$ cat src/rtl/seven_seg_scanner_if.sv
// Display-side bundle between the user logic and the 7-segment scanner.
// The master drives the display value; the slave drives the board pins.
interface seven_seg_scanner_if;
    logic [15:0] value;
    logic [3:0]  dp_in;
    logic [3:0]  en_in;
    logic        load;
    logic        pending;
    logic        frame_start;
    logic [6:0]  seg;
    logic        dp;
    logic [3:0]  an;

    modport master (
        output value, dp_in, en_in, load,
        input  pending, frame_start, seg, dp, an
    );

    modport slave (
        input  value, dp_in, en_in, load,
        output pending, frame_start, seg, dp, an
    );
endinterface

$ cat src/rtl/seven_seg_scanner.sv
// Round-robin scanner for a 4-digit common-anode 7-segment display with
// anode dead-time and a frame-synchronous double-buffered display value.
module seven_seg_scanner #(
    parameter int unsigned REFRESH_DIV  = 100000,
    parameter int unsigned BLANK_CYCLES = 1000
) (
    input logic                clock,
    input logic                reset,
    seven_seg_scanner_if.slave bus
);

    localparam int unsigned CW = $clog2(REFRESH_DIV);
    localparam logic [CW-1:0] LAST = CW'(REFRESH_DIV - 1);

    typedef struct packed {
        logic [15:0] value;
        logic [3:0]  dp;
        logic [3:0]  en;
    } disp_t;

    function automatic logic [6:0] hex(input logic [3:0] n);
        logic [6:0] s;
        unique case (n)
            4'h0: s = 7'h3F;
            4'h1: s = 7'h06;
            4'h2: s = 7'h5B;
            4'h3: s = 7'h4F;
            4'h4: s = 7'h66;
            4'h5: s = 7'h6D;
            4'h6: s = 7'h7D;
            4'h7: s = 7'h07;
            4'h8: s = 7'h7F;
            4'h9: s = 7'h6F;
            4'hA: s = 7'h77;
            4'hB: s = 7'h7C;
            4'hC: s = 7'h39;
            4'hD: s = 7'h5E;
            4'hE: s = 7'h79;
            default: s = 7'h71;
        endcase
        return s;
    endfunction

    logic [CW-1:0] cnt_q, cnt_d;
    logic [1:0]    idx_q, idx_d;
    disp_t         pbuf_q, pbuf_d;
    disp_t         abuf_q, abuf_d;
    logic          pending_q, pending_d;
    logic          fs_q, fs_d;
    logic [6:0]    seg_q, seg_d;
    logic          dp_q, dp_d;
    logic [3:0]    an_q, an_d;

    logic          wrap, boundary, blank;
    logic [3:0]    nib;
    disp_t         din;

    always_comb begin
        din      = '{value: bus.value, dp: bus.dp_in, en: bus.en_in};
        wrap     = (cnt_q == LAST);
        boundary = wrap && (idx_q == 2'd3);
        cnt_d    = wrap ? '0 : cnt_q + 1'b1;
        idx_d    = wrap ? idx_q + 2'd1 : idx_q;

        pbuf_d    = bus.load ? din : pbuf_q;
        abuf_d    = abuf_q;
        pending_d = pending_q;
        // A load landing on the boundary goes straight to the active buffer
        if (boundary) begin
            abuf_d    = bus.load ? din : pbuf_q;
            pending_d = 1'b0;
        end else if (bus.load) begin
            pending_d = 1'b1;
        end

        blank = (32'(cnt_q) < BLANK_CYCLES);
        nib   = abuf_q.value[{idx_q, 2'b00} +: 4];
        fs_d  = (cnt_q == '0) && (idx_q == 2'd0);

        an_d  = 4'hF;
        seg_d = 7'h7F;
        dp_d  = 1'b1;
        if (!blank && abuf_q.en[idx_q]) begin
            an_d  = ~(4'b0001 << idx_q);
            seg_d = ~hex(nib);
            dp_d  = ~abuf_q.dp[idx_q];
        end
    end

    always_ff @(posedge clock) begin
        if (reset) begin
            cnt_q     <= '0;
            idx_q     <= '0;
            pbuf_q    <= '0;
            abuf_q    <= '0;
            pending_q <= 1'b0;
            fs_q      <= 1'b0;
            seg_q     <= 7'h7F;
            dp_q      <= 1'b1;
            an_q      <= 4'hF;
        end else begin
            cnt_q     <= cnt_d;
            idx_q     <= idx_d;
            pbuf_q    <= pbuf_d;
            abuf_q    <= abuf_d;
            pending_q <= pending_d;
            fs_q      <= fs_d;
            seg_q     <= seg_d;
            dp_q      <= dp_d;
            an_q      <= an_d;
        end
    end

    assign bus.pending     = pending_q;
    assign bus.frame_start = fs_q;
    assign bus.seg         = seg_q;
    assign bus.dp          = dp_q;
    assign bus.an          = an_q;

endmodule

$ cat src/flat_wrapper.sv
// flat-port wrapper written by rule: the top's interface ports become plain ports
module seven_seg_scanner_flat 
#(
    parameter int unsigned REFRESH_DIV  = 100000,
    parameter int unsigned BLANK_CYCLES = 1000
)
  (clock, reset, bus_value, bus_dp_in, bus_en_in, bus_load, bus_pending, bus_frame_start, bus_seg, bus_dp, bus_an);
  seven_seg_scanner_if bus_i ();
  input logic clock;
  input logic reset;
  input wire logic [$bits(bus_i.value)-1:0] bus_value;
  input wire logic [$bits(bus_i.dp_in)-1:0] bus_dp_in;
  input wire logic [$bits(bus_i.en_in)-1:0] bus_en_in;
  input wire logic [$bits(bus_i.load)-1:0] bus_load;
  output wire logic [$bits(bus_i.pending)-1:0] bus_pending;
  output wire logic [$bits(bus_i.frame_start)-1:0] bus_frame_start;
  output wire logic [$bits(bus_i.seg)-1:0] bus_seg;
  output wire logic [$bits(bus_i.dp)-1:0] bus_dp;
  output wire logic [$bits(bus_i.an)-1:0] bus_an;
  assign bus_i.value = bus_value;
  assign bus_i.dp_in = bus_dp_in;
  assign bus_i.en_in = bus_en_in;
  assign bus_i.load = bus_load;
  assign bus_pending = bus_i.pending;
  assign bus_frame_start = bus_i.frame_start;
  assign bus_seg = bus_i.seg;
  assign bus_dp = bus_i.dp;
  assign bus_an = bus_i.an;
  seven_seg_scanner #(.REFRESH_DIV(REFRESH_DIV), .BLANK_CYCLES(BLANK_CYCLES)) u_core (.clock(clock), .reset(reset), .bus(bus_i));
endmodule
$ cat config.mk
export PLATFORM = sky130hd
export DESIGN_NAME = seven_seg_scanner_flat
export DESIGN_NICKNAME = d
export VERILOG_FILES = /design/src/rtl/seven_seg_scanner_if.sv /design/src/rtl/seven_seg_scanner.sv /design/src/flat_wrapper.sv
export SDC_FILE = /design/constraint.sdc
export NUM_CORES = 1
export LEC_CHECK = 0
export CORE_AREA = 3 3 82 84
export DETAILED_ROUTE_END_ITERATION = 16
export DIE_AREA = 0 0 85 87
export HOLD_SLACK_MARGIN = 0.1
export PLACE_DENSITY = 0.92
export SLEW_MARGIN = 25
export SYNTH_ARGS = -nofsm -noshare
export SYNTH_HDL_FRONTEND = slang
export SYNTH_SLANG_ARGS = --single-unit
$ cat constraint.sdc
create_clock -name clock -period 3 [get_ports clock]
set_input_delay 0.3 -clock clock [delete_from_list [all_inputs] [get_ports clock]]
set_output_delay 0.3 -clock clock [all_outputs]
set_load 0.01 [all_outputs]
# Yosys cells after proc, flatten, opt, wreduce, memory -nomap -nowiden
# Memories as Yosys holds them, arrays and structs flattened.
# Index checks and enable logic that the tools add are counted.
totals:
  mem_bits_ro: 112
  n_memories: 1
  elab_cells: 41
  regBits: 81
  inputBits: 27
op_classes:
  add_sub_neg: 2
  n_bitwise: 4
  shifts: 2
  n_lt_le_gt_ge: 2
  reduce_logical: 9
  n_eq_ne: 2
  muxes: 6
memory_table:
  columns: ["name", "words", "width", "read_ports", "rd_ports_with_merged_regs", "write_ports", "line", "source"]
  rows:
  - ["(name not given)", 16, 7, 1, 0, 0, "seven_seg_scanner.sv:23", "unique case (n)"]
ops:
  columns: ["cell", "n"]
  rows:
  - ["$mux 24", 1]
  - ["$add 17x1->17 const B", 1]
  - ["$eq 17x17->1 const B", 1]
  - ["$logic_not 17->1", 1]
  - ["$lt 17x10->1 const B", 1]
  - ["$shiftx 16x5->4", 1]
  - ["$mux 7", 1]
  - ["$not 7->7", 1]
  - ["$reduce_or 2->1", 3]
  - ["$bmux 1 s2", 2]
  - ["$not 4->4", 1]
  - ["$shl 1x2->4 const A", 1]
  - ["$logic_and 1x1->1", 3]
  - ["$lt 2x3->1 const B", 1]
  - ["$add 2x1->2 const B", 1]
  - ["$eq 2x2->1 const B", 1]
  - ["$logic_not 2->1", 1]
  - ["$mux 1", 2]
  - ["$not 1->1", 2]
  - ["$logic_not 1->1", 1]

# Logic depth before layout (Yosys ltp)
# Gate-level depths: netlist (run 1).
logic_depth:
  word_depth: 5
  depth_mapped: 8
  depth_no_buf: 7

# Worst setup path before layout (run 1)
# Ideal clock, no wire load.
synth_timing:
  path_kind: "flip-flop to flip-flop"
  from: "register u_core.idx_q[0]"
  to: "register u_core.seg_q[3], in the netlist u_core.bus.seg[3]"
  arrival_time_ns: 1.830
  path_buffers: 1
  path_stages_with_launch: 8
  path_slack_ns: 1.091
  setup_ns: 0.079
  path_cell_list: "dfxtp_1 buf_2 mux4_2 inv_1 ha_1 nand2_1 o211ai_1 o211ai_1"
synth_via:
  elab_chain_len: 5
  elab_cells_between_ends: 9
  classes_between: "shift: 1; mux: 3; bitwise: 2; reduce/logical: 2; memory: 1"
synth_lines:
  columns: ["item", "line", "source"]
  rows:
  - ["start, declared", "seven_seg_scanner.sv:45", "logic [1:0] idx_q, idx_d;"]
  - ["start signal, assigned", "seven_seg_scanner.sv:103", "idx_q <= idx_d;"]
  - ["parallel branches: the longest is 5 deep, another holds $mem_v2 16x7", null, null]
  - ["end signal, assigned", "seven_seg_scanner.sv:108", "seg_q <= seg_d;"]
  - ["end, declared", "seven_seg_scanner.sv:50", "logic [6:0] seg_q, seg_d;"]
# Parallel ways; which one is timed is not known. The select of a mux whose other input is x is not followed.
# A chain may end at the register's enable or synchronous reset.

# Worst setup path in the final report (run 1)
layout_timing:
  from: "register u_core.idx_q[0]"
  to: "register u_core.seg_q[0], in the netlist u_core.bus.seg[0]"
# The elaborated chain is that of the path after synthesis.

==> results of run 1 <==
-- registers in the layout, summed over array words and instances, names as in the netlist --
signal                  cells
u_core.abuf_q              24
u_core.pbuf_q              24
u_core.cnt_q               17
u_core.bus.seg              7
u_core.bus.an               4
u_core.idx_q                2
u_core.bus.dp               1
u_core.bus.frame_start      1
u_core.bus.pending          1
-- logic make-up (layout without fill, tap and decap cells) --
group	after synthesis	count (layout)	synth area share, %
AO/OA/AOI/OAI	21	21	3.91
flip-flops	81	81	45.2
XOR/XNOR	16	16	3.91
AND/OR/NAND/NOR	125	125	18.6
multiplexers	64	64	20.9
buffers and inverters	26	67	3.35
adder cells (fa/ha/maj)	12	12	4.19
-- worst paths after layout --
path	start	slack [ns]	endpoint	cells after the start
worst min-delay path	u_core.cnt_q[0]	0.50	u_core.cnt_q[0]	1
worst max register to register	u_core.idx_q[0]	0.75	u_core.bus.seg[0]	5
worst max-delay path	u_core.idx_q[0]	0.75	u_core.bus.seg[0]	5
worst min register to register	u_core.cnt_q[0]	0.50	u_core.cnt_q[0]	1
-- area by class of cell --
cell class | count | share of cell area [%]
clock buffers | 9 | 2.94
inverters | 10 | 0.890
well taps | 75 | 2.22
repair buffers | 41 | 9.55
multi-input cells | 238 | 43.7
clock inverters | 7 | 2.22
flip-flops and latches | 81 | 38.4
-- metrics by stage --
step           setup slack (ns)  cell area, um2  hold WS [ns]  total power [mW]  instances
2_1_floorplan              1.09            3590         0.453              1.19        345
3_3_place_gp              0.926            4000         0.470              1.24        445
3_5_place_dp              0.763            4000         0.488              1.25        445
4_1_cts                   0.751            4220         0.508              2.10        461
5_1_grt                   0.571            4220         0.548              2.16        461
6_report                  0.747            4220         0.498              2.08        461
-- power by group through the flow --
stage               registers [mW]  logic, mW  clock network (mW)
finish                        1.11      0.110               0.864
global route                  1.11      0.123               0.923
CTS                           1.11      0.112               0.881
detailed placement            1.13      0.111                   0
global placement              1.13      0.108                   0
floorplan                     1.13     0.0607                   0
-- per-layer routing --
| layer | up-vias | part of all wire (%) |
|---|---|---|
| met1 | 1208 | 46 |
| met5 | - | 0 |
| met2 | 76 | 47 |
| li1 | 1273 | - |
| met3 | 11 | 4.8 |
| met4 | 0 | 1.8 |
-- layout by cell type, fill, tap and decap left out, drive strengths merged, types with 6 or more instances in the layout --
cell type	n
inv	11
nor2	44
clkdlybuf4s50	39
xnor2	9
a21oi	6
clkbuf	9
ha	12
mux2	26
mux4	6
mux2i	32
xor2	7
nor2b	24
dfxtp	81
nand3	12
nand2	14
==> results.txt, run 1 <==
Layout Skew: 0.00832 ns
Post-detail-place hpwl: 4740 um
Net Sw Power: 457 uW
Final period util: 75.1%
Post-CTS setup buffer count: 0
Crit Path Max Fanout: 13
Met1 usage in global routing: 25.6%
GR met2 Demand/Resource: 31.1%
GRT Total Usage: 19.7%
Initial Utilization: 59.9%
RD Place Congestion: 0.902
IO Pins: 41
Gr busiest metal: met2
GR Overflow Total: 0
Status: finished, final reports clean
Post-synth top flop: dfxtp_1
Layout cell share with drive strength beyond 1: 14.0%
Critical Path AT: 2.51 ns
Worst skew pair latency: 0.35 ns
Cell breakdown of the critical path: mux4_2 > inv_1 > ha_1 > nor2_1 > o31ai_1
Worst Path Class, Setup: flop to flop
Port bufs: 40
Setup_tns: 0 ns
Fin. Hold Viols: 0
Diode count: 0
Syn_area_per_cell: 10.4 um2
Slew headroom: 37.6%
Die width: 85 um
Vias in the first global route: 2520
Nets: 420
Int Pwr: 1.63 mW
DIE AREA: 0.00740 mm2
Site row count: 28
Peak Freq: 0.444 GHz
Number of flops mapped to enable cells by yosys: 0
Reg power frac: 53.3%
Combinational share of power: 5.3%
Share of the synthesized area in the top cell type: 45.2%
Slowest CP cell: dfxtp_1
Largest cells by area after synthesis: dfxtp_1, mux2i_1, mux2_2, nor2_1, ha_1
Resized Gates After CTS: 0
Leak: 1.66 nW
Crit start category: flop
Yosys warnings: 0
Synth Register Bits: 81
Switch share: 21.9%
Multi-input logic area: 0.00185 mm2
Initial DRT Pass Iterations: 4
Crit path max-delay family: flip-flops
Min Tclk post-route: 2.25 ns
P&R area growth vs syn: 17.6%
Vias post-DR: 2568
Met3 Resource Use GR: 4.64%
Peak supply drop: 0.439 mV
Routed wire length: 6760 um
Die height: 87 um
Crit end category: flop
Unrepaired setup endpoints after global routing: false
CP max stage delay: 0.77 ns
Slew @ Worst Pin: 0.936 ns
Core ar.: 0.00599 mm2
Worst min-delay path category: flop to flop
Final setup fails: 0
Most frequent cell after synthesis: dfxtp_1
PwrDens: 494 mW/mm2
Max-Cap Viols: 0
Initial DRC Count: 168
Hold Buf Count CTS: 0
Critical path data required time: 3.25 ns
Synth top cells by count: dfxtp_1, nor2_1, mux2i_1, mux2_2, nor2b_1
Async set or reset register ratio after synthesis: 0%
Via density per instance: 5.57
Post-synth top area cell: dfxtp_1
Seq/Total Area, Yosys: 45.2%
Worst Path Buf+Inv: 1
Yosys cell types: 39
TritonCTS clock tree: done
Post-Syn Area: 0.00359 mm2
H-tree Lvls: 3
Fin. max-slew vios: 0
Initial antenna violation count: 0
Syn_nets: 384
Residual DRC count: 0
Final Util: 70.4%
Syn Inst Count: 345
Share of power burned in the clock network: 41.4%
Clock buffer depth: 2
TritonCTS buffer count: 9
Clock sink count: 81
Largest net degree at the start of global routing: 56
Antenna viol nets, final: 0
Worst-path clk slew: 0.08 ns
Final-layout fill cell count: 444
First-pass GRT wire length: 11700 um
Root Buffer: clkbuf_8
Reg area: 0.00162 mm2
Routed len/inst: 14.7 um
Note: power is estimated with default switching activity, not from simulation.
==> run 2: changes to the inputs <==
CORE_AREA = 3 3 89 91   (was 3 3 82 84)
DIE_AREA = 0 0 92 94   (was 0 0 85 87)
PLACE_DENSITY = 0.84   (was 0.92)
clock period = 1.85 ns   (was 3 ns; I/O delays follow)
==> run 2 against run 1 <==
  * Maximum frequency is 27% higher
  * Total power increased by 59%
  * First-iteration DRC count shrank 15%
  * Setup slack got worse by 0.67 ns
  * Wire length increased by 2.7%
  * Global-route usage down 2.7 points
  * Core utilization fell by 9.2 points
  * Via count up 0.51%
  * Flip-flop and latch count is the same
  * Clock power increased by 53%
==> results.txt, run 2 (same netlist as run 1, synthesis figures left out) <==
Status: finished, final reports clean
H-tree Lvls: 3
Crit Path Max Fanout: 5
Commonest cells after routing, fill and taps aside: dfxtp_1, nor2_1, clkdlybuf4s50_1, mux2i_1, mux2_2
Routed wire length: 6940 um
Final Power: 3.31 mW
Hold Buf Count CTS: 0
Slew @ Worst Pin: 0.476 ns
Layout Skew: 0.00788 ns
Critical Path AT: 2.05 ns
Initial DRT Pass Iterations: 4
Antenna viol nets, final: 0
Residual DRC count: 0
Final-layout fill cell count: 614
Post-detail-place hpwl: 5000 um
Peak Freq: 0.565 GHz
Nets: 435
Post-CTS setup buffer count: 0
Clock sink count: 81
TritonCTS clock tree: done
Crit end category: flop
Initial Utilization: 49.7%
Crit start category: flop
Vias in the first global route: 2518
Clock buffer depth: 2
DIE AREA: 0.00865 mm2
Slew headroom: 68.3%
Leak: 1.75 nW
Setup ws final: 0.0789 ns
TritonCTS buffer count: 9
P&R area growth vs syn: 23.1%
Peak supply drop: 0.514 mV
Worst Path Class, Setup: flop to flop
Diode count: 0
Worst skew pair latency: 0.36 ns
Worst-path clk slew: 0.08 ns
Die height: 94 um
Fin. max-slew vios: 0
Final period util: 95.7%
Vias post-DR: 2581
Pre-CTS WS: 0.0405 ns
Largest net degree at the start of global routing: 31
Routed len/inst: 13.9 um
Worst min-delay path category: input pin to flop
Port bufs: 40
Layout cell share with drive strength beyond 1: 18.5%
First-pass GRT wire length: 11500 um
Critical path data required time: 2.13 ns
GR Overflow Total: 0
Max-Cap Viols: 0
Most common cell after layout, fill and taps aside: dfxtp_1
Die width: 92 um
Resized Gates After CTS: 0
RD Place Congestion: 0.852
Multi-input logic area: 0.00186 mm2
Core ar.: 0.00721 mm2
IO Pins: 41
Fin. Hold Viols: 0
GRT Total Usage: 17.0%
Reg area: 0.00163 mm2
PwrDens: 751 mW/mm2
Hold_ws: 0.266 ns
Final setup fails: 0
Via density per instance: 5.16
Biggest regs: u_core.abuf_q (24), u_core.pbuf_q (24), u_core.cnt_q (17)
Initial DRC Count: 142
Root Buffer: clkbuf_8
Min Tclk post-route: 1.77 ns
Initial antenna violation count: 0
Site row count: 31
## run 2: changes by cell type in the layout (fill, tap and decap cells not counted), moves of 2 or more
cell	previous run	this run
buf_4	1	12
ha_2	0	2
dfxtp_1	81	78
dfxtp_2	0	3
clkbuf_8	9	11
buf_12	0	4
ha_1	12	10
## run 2: worst max-delay path, cell delays in order, from the launching register on
cell and delay, ns:
dfxtp_2 0.39, mux4_2 0.59, inv_1 0.17, ha_1 0.17, inv_1 0.06, nor2_1 0.10
a21oi_1 0.05, o211ai_1 0.15
## run 2: cell type report
type	instances	share of cell area, %
flip-flops and latches	81	36.8
inverters	10	0.850
clock inverters	4	1.16
clock buffers	12	3.51
multi-input cells	238	42.1
repair buffers	56	12.8
well taps	99	2.81
## run 2: worst paths after layout
kind / depth (start not counted) / startpoint / slack (ns) / to
worst min-delay path: 2 / reset / 0.27 / u_core.cnt_q[4]
worst max register to register: 7 / u_core.idx_q[0] / 0.08 / u_core.bus.seg[3]
worst max-delay path: 7 / u_core.idx_q[0] / 0.08 / u_core.bus.seg[3]
worst min register to register: 1 / u_core.cnt_q[0] / 0.47 / u_core.cnt_q[0]
## run 2: metal layers
| metal | up-vias | GRT usage, % | part of all wire [%] |
|---|---|---|---|
| met3 | 8 | 4.65 | 4.2 |
| met2 | 56 | 28.3 | 48 |
| met4 | 0 | 7.30 | 1.6 |
| li1 | 1296 | - | - |
| met1 | 1221 | 20.7 | 46 |
| met5 | - | 0 | 0 |
## run 2: stage by stage
stage | std cells | TNS (ns) | utilization (%) | cell area, um2
final | 500 | 0 | 61.2 | 4420
after global routing | 500 | -0.0207 | 61.2 | 4420
after CTS | 500 | 0 | 61.0 | 4400
after detailed placement | 484 | 0 | 58.1 | 4190
after global placement | 484 | 0 | 58.1 | 4190
after floorplan | 345 | 0 | - | 3590
## run 2: report_power, final
part           total [mW]  internal, mW  switching [mW]
sequential           1.80          1.78          0.0182
clock                1.32         0.698           0.623
combinational       0.193         0.107          0.0855
==> run 3: changes to the inputs <==
CORE_AREA = 2 2 88 90   (was 3 3 89 91)
DIE_AREA = 0 0 90 92   (was 0 0 92 94)
==> run 3 against run 2 <==
  * Core utilization down 2.1 points
  * Design area down 0.37%
  * Critical path depth down 2
  * Combinational power about the same
  * Via count up 1.2%
  * Wire length up 0.37%
  * Non-clock buffer count up 3
  * Setup slack about the same
  * First-iteration DRC count down 6.3%
  * Sequential share of layout area up 0.16 points
  * Clock skew up 0.0072 ns
  * Worst hold slack worse by 0.0093 ns
==> results.txt, run 3 (same netlist as run 1, synthesis figures left out) <==
Status: finished, final reports clean
First-pass GRT wire length: 11900 um
WP depth: 5
Routed wire length: 6970 um
Crit end category: flop
Slew @ Worst Pin: 0.463 ns
Nets: 438
TritonCTS clock tree: done
Worst Path Buf+Inv: 0
Initial Utilization: 48.2%
Site row count: 32
Int Pwr: 2.40 mW
Fin. Hold Viols: 0
Vias in the first global route: 2604
Clock sink count: 81
Initial DRC Count: 133
TritonCTS buffer count: 9
Die height: 92 um
Initial antenna violation count: 0
Register-to-Register Setup Slack: 0.08 ns
Critical Path AT: 2.06 ns
Peak Freq: 0.565 GHz
Slew headroom: 69.1%
Layout cell share with drive strength beyond 1: 19.3%
RD Place Congestion: 0.805
Min Tclk post-route: 1.77 ns
Final Util: 59.1%
Core ar.: 0.00745 mm2
P&R area growth vs syn: 22.6%
Combinational share of power: 6.0%
GRT Total Usage: 18.1%
Residual DRC count: 0
Net Sw Power: 795 uW
Reg power frac: 56.4%
Worst-path clk slew: 0.08 ns
Antenna viol nets, final: 0
Cell breakdown of the critical path: ha_2 > nand2_1 > or3_4 > or4_1 > a21oi_1
Routed len/inst: 13.8 um
Via density per instance: 5.16
Die width: 90 um
Setup_tns: 0 ns
CP max stage delay: 0.49 ns
Commonest cells after routing, fill and taps aside: dfxtp_1, nor2_1, clkdlybuf4s50_1, mux2i_1, mux2_2
Initial DRT Pass Iterations: 4
Post-detail-place hpwl: 4880 um
Worst skew pair latency: 0.36 ns
Worst Hold Depth: 2
Peak supply drop: 0.490 mV
Share of power burned in the clock network: 37.6%
Switch share: 24.9%
Worst Path Class, Setup: flop to flop
Most common cell after layout, fill and taps aside: dfxtp_1
Critical path data required time: 2.14 ns
GR Overflow Total: 0
Port bufs: 40
Biggest regs: u_core.abuf_q (24), u_core.pbuf_q (24), u_core.cnt_q (17)
H-tree Lvls: 3
Vias post-DR: 2611
Clock buffer depth: 2
Fin. max-slew vios: 0
Diode count: 0
Largest net degree at the start of global routing: 28
Crit start category: flop
Leak: 1.75 nW
PwrDens: 726 mW/mm2
IO Pins: 41
Slowest CP cell: or4_1
Hold Buf Count CTS: 0
Worst min-delay path category: input pin to flop
Layout Skew: 0.0151 ns
Final period util: 95.7%
Worst Reg-to-Reg Cells: 5
Crit path max-delay family: simple AND/OR/NAND/NOR gates
Final setup fails: 0
Max-Cap Viols: 0
Crit Path Max Fanout: 6
DIE AREA: 0.00828 mm2
Root Buffer: clkbuf_8
## run 3: worst paths after layout
path	start	to
max	u_core.cnt_q[0]	u_core.cnt_q[16]
max reg2reg	u_core.cnt_q[0]	u_core.cnt_q[16]
min reg2reg	u_core.cnt_q[0]	u_core.cnt_q[0]
min	reset	u_core.cnt_q[4]
## run 3: power by group through the flow
stage / registers [mW] / clock network (mW) / logic, mW
2_1_floorplan: 1.84 / 0 / 0.0985
3_3_place_gp: 1.84 / 0 / 0.188
3_5_place_dp: 1.84 / 0 / 0.192
4_1_cts: 1.80 / 1.23 / 0.193
5_1_grt: 1.81 / 1.30 / 0.210
6_report: 1.80 / 1.20 / 0.191
## run 3: what timing repair did
| action | CTS | global route |
|---|---|---|
| setup buffers | 0 | 1 |
| setup endpoints to repair | 0 | 6 |
| gates resized for setup | 0 | 6 |
## run 3: cell type report
class,instances,area (um2)
Inverter,10,37.5
Clock inverter,7,60.1
Fill cell,666,3050
Multi-Input combinational cell,238,1850
Sequential cell,81,1630
Tap cell,102,128
Clock buffer,9,124
Timing Repair Buffer,59,576
## run 3: through the flow
step | total power [mW] | area, um2 | setup WS (ns) | hold WS, ns | std cells
global placement | 2.03 | 4200 | 0.117 | 0.469 | 489
finish | 3.20 | 4400 | 0.0789 | 0.257 | 506
detailed placement | 2.03 | 4200 | 0.0400 | 0.490 | 489
CTS | 3.22 | 4380 | 0.0151 | 0.243 | 505
floorplan | 1.94 | 3590 | 0.0137 | 0.363 | 345
global route | 3.31 | 4400 | -0.00122 | 0.270 | 506
## run 3: worst register-to-register path: cells and delay by family, from the launching register on
family                     cells  cell delay (ns)
DFF                            1             0.40
and+or+nand+nor                3             0.92
adders and majority gates      1             0.24
AOI/OAI and AO/OA              1             0.16
## run 3: per-layer routing
layer | track usage [%] | vias up | part of all wire [%]
met5 | 0 | - | 0
met4 | 10.4 | 0 | 2.3
met3 | 3.37 | 11 | 3.1
met2 | 30.2 | 50 | 48
met1 | 22.0 | 1248 | 46
li1 | - | 1302 | -
==> variant, RTL diff (config.mk and constraints of run 1) <==
`REFRESH_DIV` is set to 100000 in 2 places; all go to 200000.
--- a/src/rtl/seven_seg_scanner.sv
+++ b/src/rtl/seven_seg_scanner.sv
@@ -1,7 +1,7 @@
 // Round-robin scanner for a 4-digit common-anode 7-segment display with
 // anode dead-time and a frame-synchronous double-buffered display value.
 module seven_seg_scanner #(
-    parameter int unsigned REFRESH_DIV  = 100000,
+    parameter int unsigned REFRESH_DIV  = 200000,
     parameter int unsigned BLANK_CYCLES = 1000
 ) (
     input logic                clock,
--- a/src/flat_wrapper.sv
+++ b/src/flat_wrapper.sv
@@ -1,7 +1,7 @@
 // flat-port wrapper written by rule: the top's interface ports become plain ports
 module seven_seg_scanner_flat 
 #(
-    parameter int unsigned REFRESH_DIV  = 100000,
+    parameter int unsigned REFRESH_DIV  = 200000,
     parameter int unsigned BLANK_CYCLES = 1000
 )
   (clock, reset, bus_value, bus_dp_in, bus_en_in, bus_load, bus_pending, bus_frame_start, bus_seg, bus_dp, bus_an);
Function: same outputs for any inputs over 10 cycles, from zero or initial values and one cycle with reset high; that may be too few to reach the edited logic, so the function may still have changed.
==> variant against run 1 <==
Clock skew is 0.0040 ns higher. Largest cell class unchanged. Routed wire length is 5.3% higher. Count of clock-buffer cells in the layout is 1 higher. Fmax is 1.3% lower. Synthesized area is 2.6% lower. Worst setup slack worse by 0.029 ns. First-iteration DRC count is 100% higher. Sequential cell count is 1 higher. Total power is 4.5% lower. Clock power is 13% lower. Cell area is 2.6% lower.
==> variant: results (changes against run 1) <==
- Path depth of the worst reg2reg path: 4 (-1)
- Number of different library cells in the post-synthesis netlist: 43 (+10%)
- Xor and xnor fraction of the mapped netlist area: 3.259% (-0.65 points)
- Number of clock buffers in the layout: 10 (+1)
- M1 GR Usage: 25.87% (+0.22 points)
- Synth Instances: 337 (-2.3%)
- Slowest-stage cell, CP: sky130_fd_sc_hd__nor4_2
- Leakage power summed over all cells: 1.682 nW (+1.1%)
- Top cells by area in the synthesized netlist: sky130_fd_sc_hd__dfxtp_1, sky130_fd_sc_hd__mux2i_1, sky130_fd_sc_hd__o22a_1, sky130_fd_sc_hd__nor2_1, sky130_fd_sc_hd__ha_1
- GRT Overall Usage: 20.96% (+1.2 points)
- Sink Count: 82 (+1.2%)
- Maximum fanout along the worst path: 18 (+5)
- Storage element area: 0.001642 mm^2 (+1.2%)
- Final clock-cell share: 4.536% (-0.62 points)
- Count of non-filler cells in the finished layout: 451 (-2.2%)
- Rel. slew slack: 54.46% (+17 points)
- Share of layout cells above drive strength 1: 9.309% (-4.7 points)
- Clock group total power: 0.748 mW (-13%)
- Number of placed cells counting well taps: 435 (-2.2%)
- Run status: completed
- Data-path buffer share of cell area in the final layout: 10.84% (+1.3 points)
- Number of nets produced by synthesis: 376 (-2.1%)
- Routed wire length: 7114 um (+5.3%)
- Initial DRC Count: 341 (+100%)
- Last weighted congestion value of the routability-driven placer: 0.8553 (-5.2%)
- WL met2: 3509 um (+11%)
- Wire length of the first global-routing pass: 12040 um (+3.3%)
- Final cell area excluding filler cells: 0.004110 mm^2 (-2.6%)
- Filler cell count in the final layout: 434 (-2.3%)
- Worst supply voltage drop on vdd: 0.3965 mV (-9.7%)
- M3 GR Usage: 6.339% (+1.7 points)
- Share of the final layout cell area in multi-input gates: 41.77% (-2.0 points)
- Multi-Input Combinational: 225 (-5.5%)
- Vias in the first global route: 2504 (-0.63%)
- Pre-CTS setup slack: 0.6845 ns (-0.07812 ns)
- Total of plain and repair buffers excluding clock buffers: 46 (+12%)
- Inverters, non-clock: 7 (-3)
- Setup skew after layout: 0.01232 ns (+0.003997 ns)
- Switch share: 24.23% (+2.3 points)
- Area after detailed placement: 0.003915 mm^2 (-2.2%)
==> variant: changes by cell type in the layout (fill, tap and decap cells not counted), sizes merged, moves of 3 or more <==
cell          run 1  this run
xor2              7         3
or4               1         5
o22a              0        24
buf               2         6
nor4              5         8
mux2i            32        35
o21a              0         3
and2              3         0
mux2             26         4
nor2b            24         0
==> variant: worst paths after layout <==
check	from	endpoint	slack, ns
setup / recovery	u_core.cnt_q[2]$_SDFF_PP0_	u_core.cnt_q[10]$_SDFF_PP0_	0.72
setup reg to reg	u_core.cnt_q[2]$_SDFF_PP0_	u_core.cnt_q[10]$_SDFF_PP0_	0.72
hold reg to reg	u_core.abuf_q[7]$_SDFFE_PP0P_	u_core.abuf_q[7]$_SDFFE_PP0P_	0.49
hold / removal	u_core.abuf_q[7]$_SDFFE_PP0P_	u_core.abuf_q[7]$_SDFFE_PP0P_	0.49
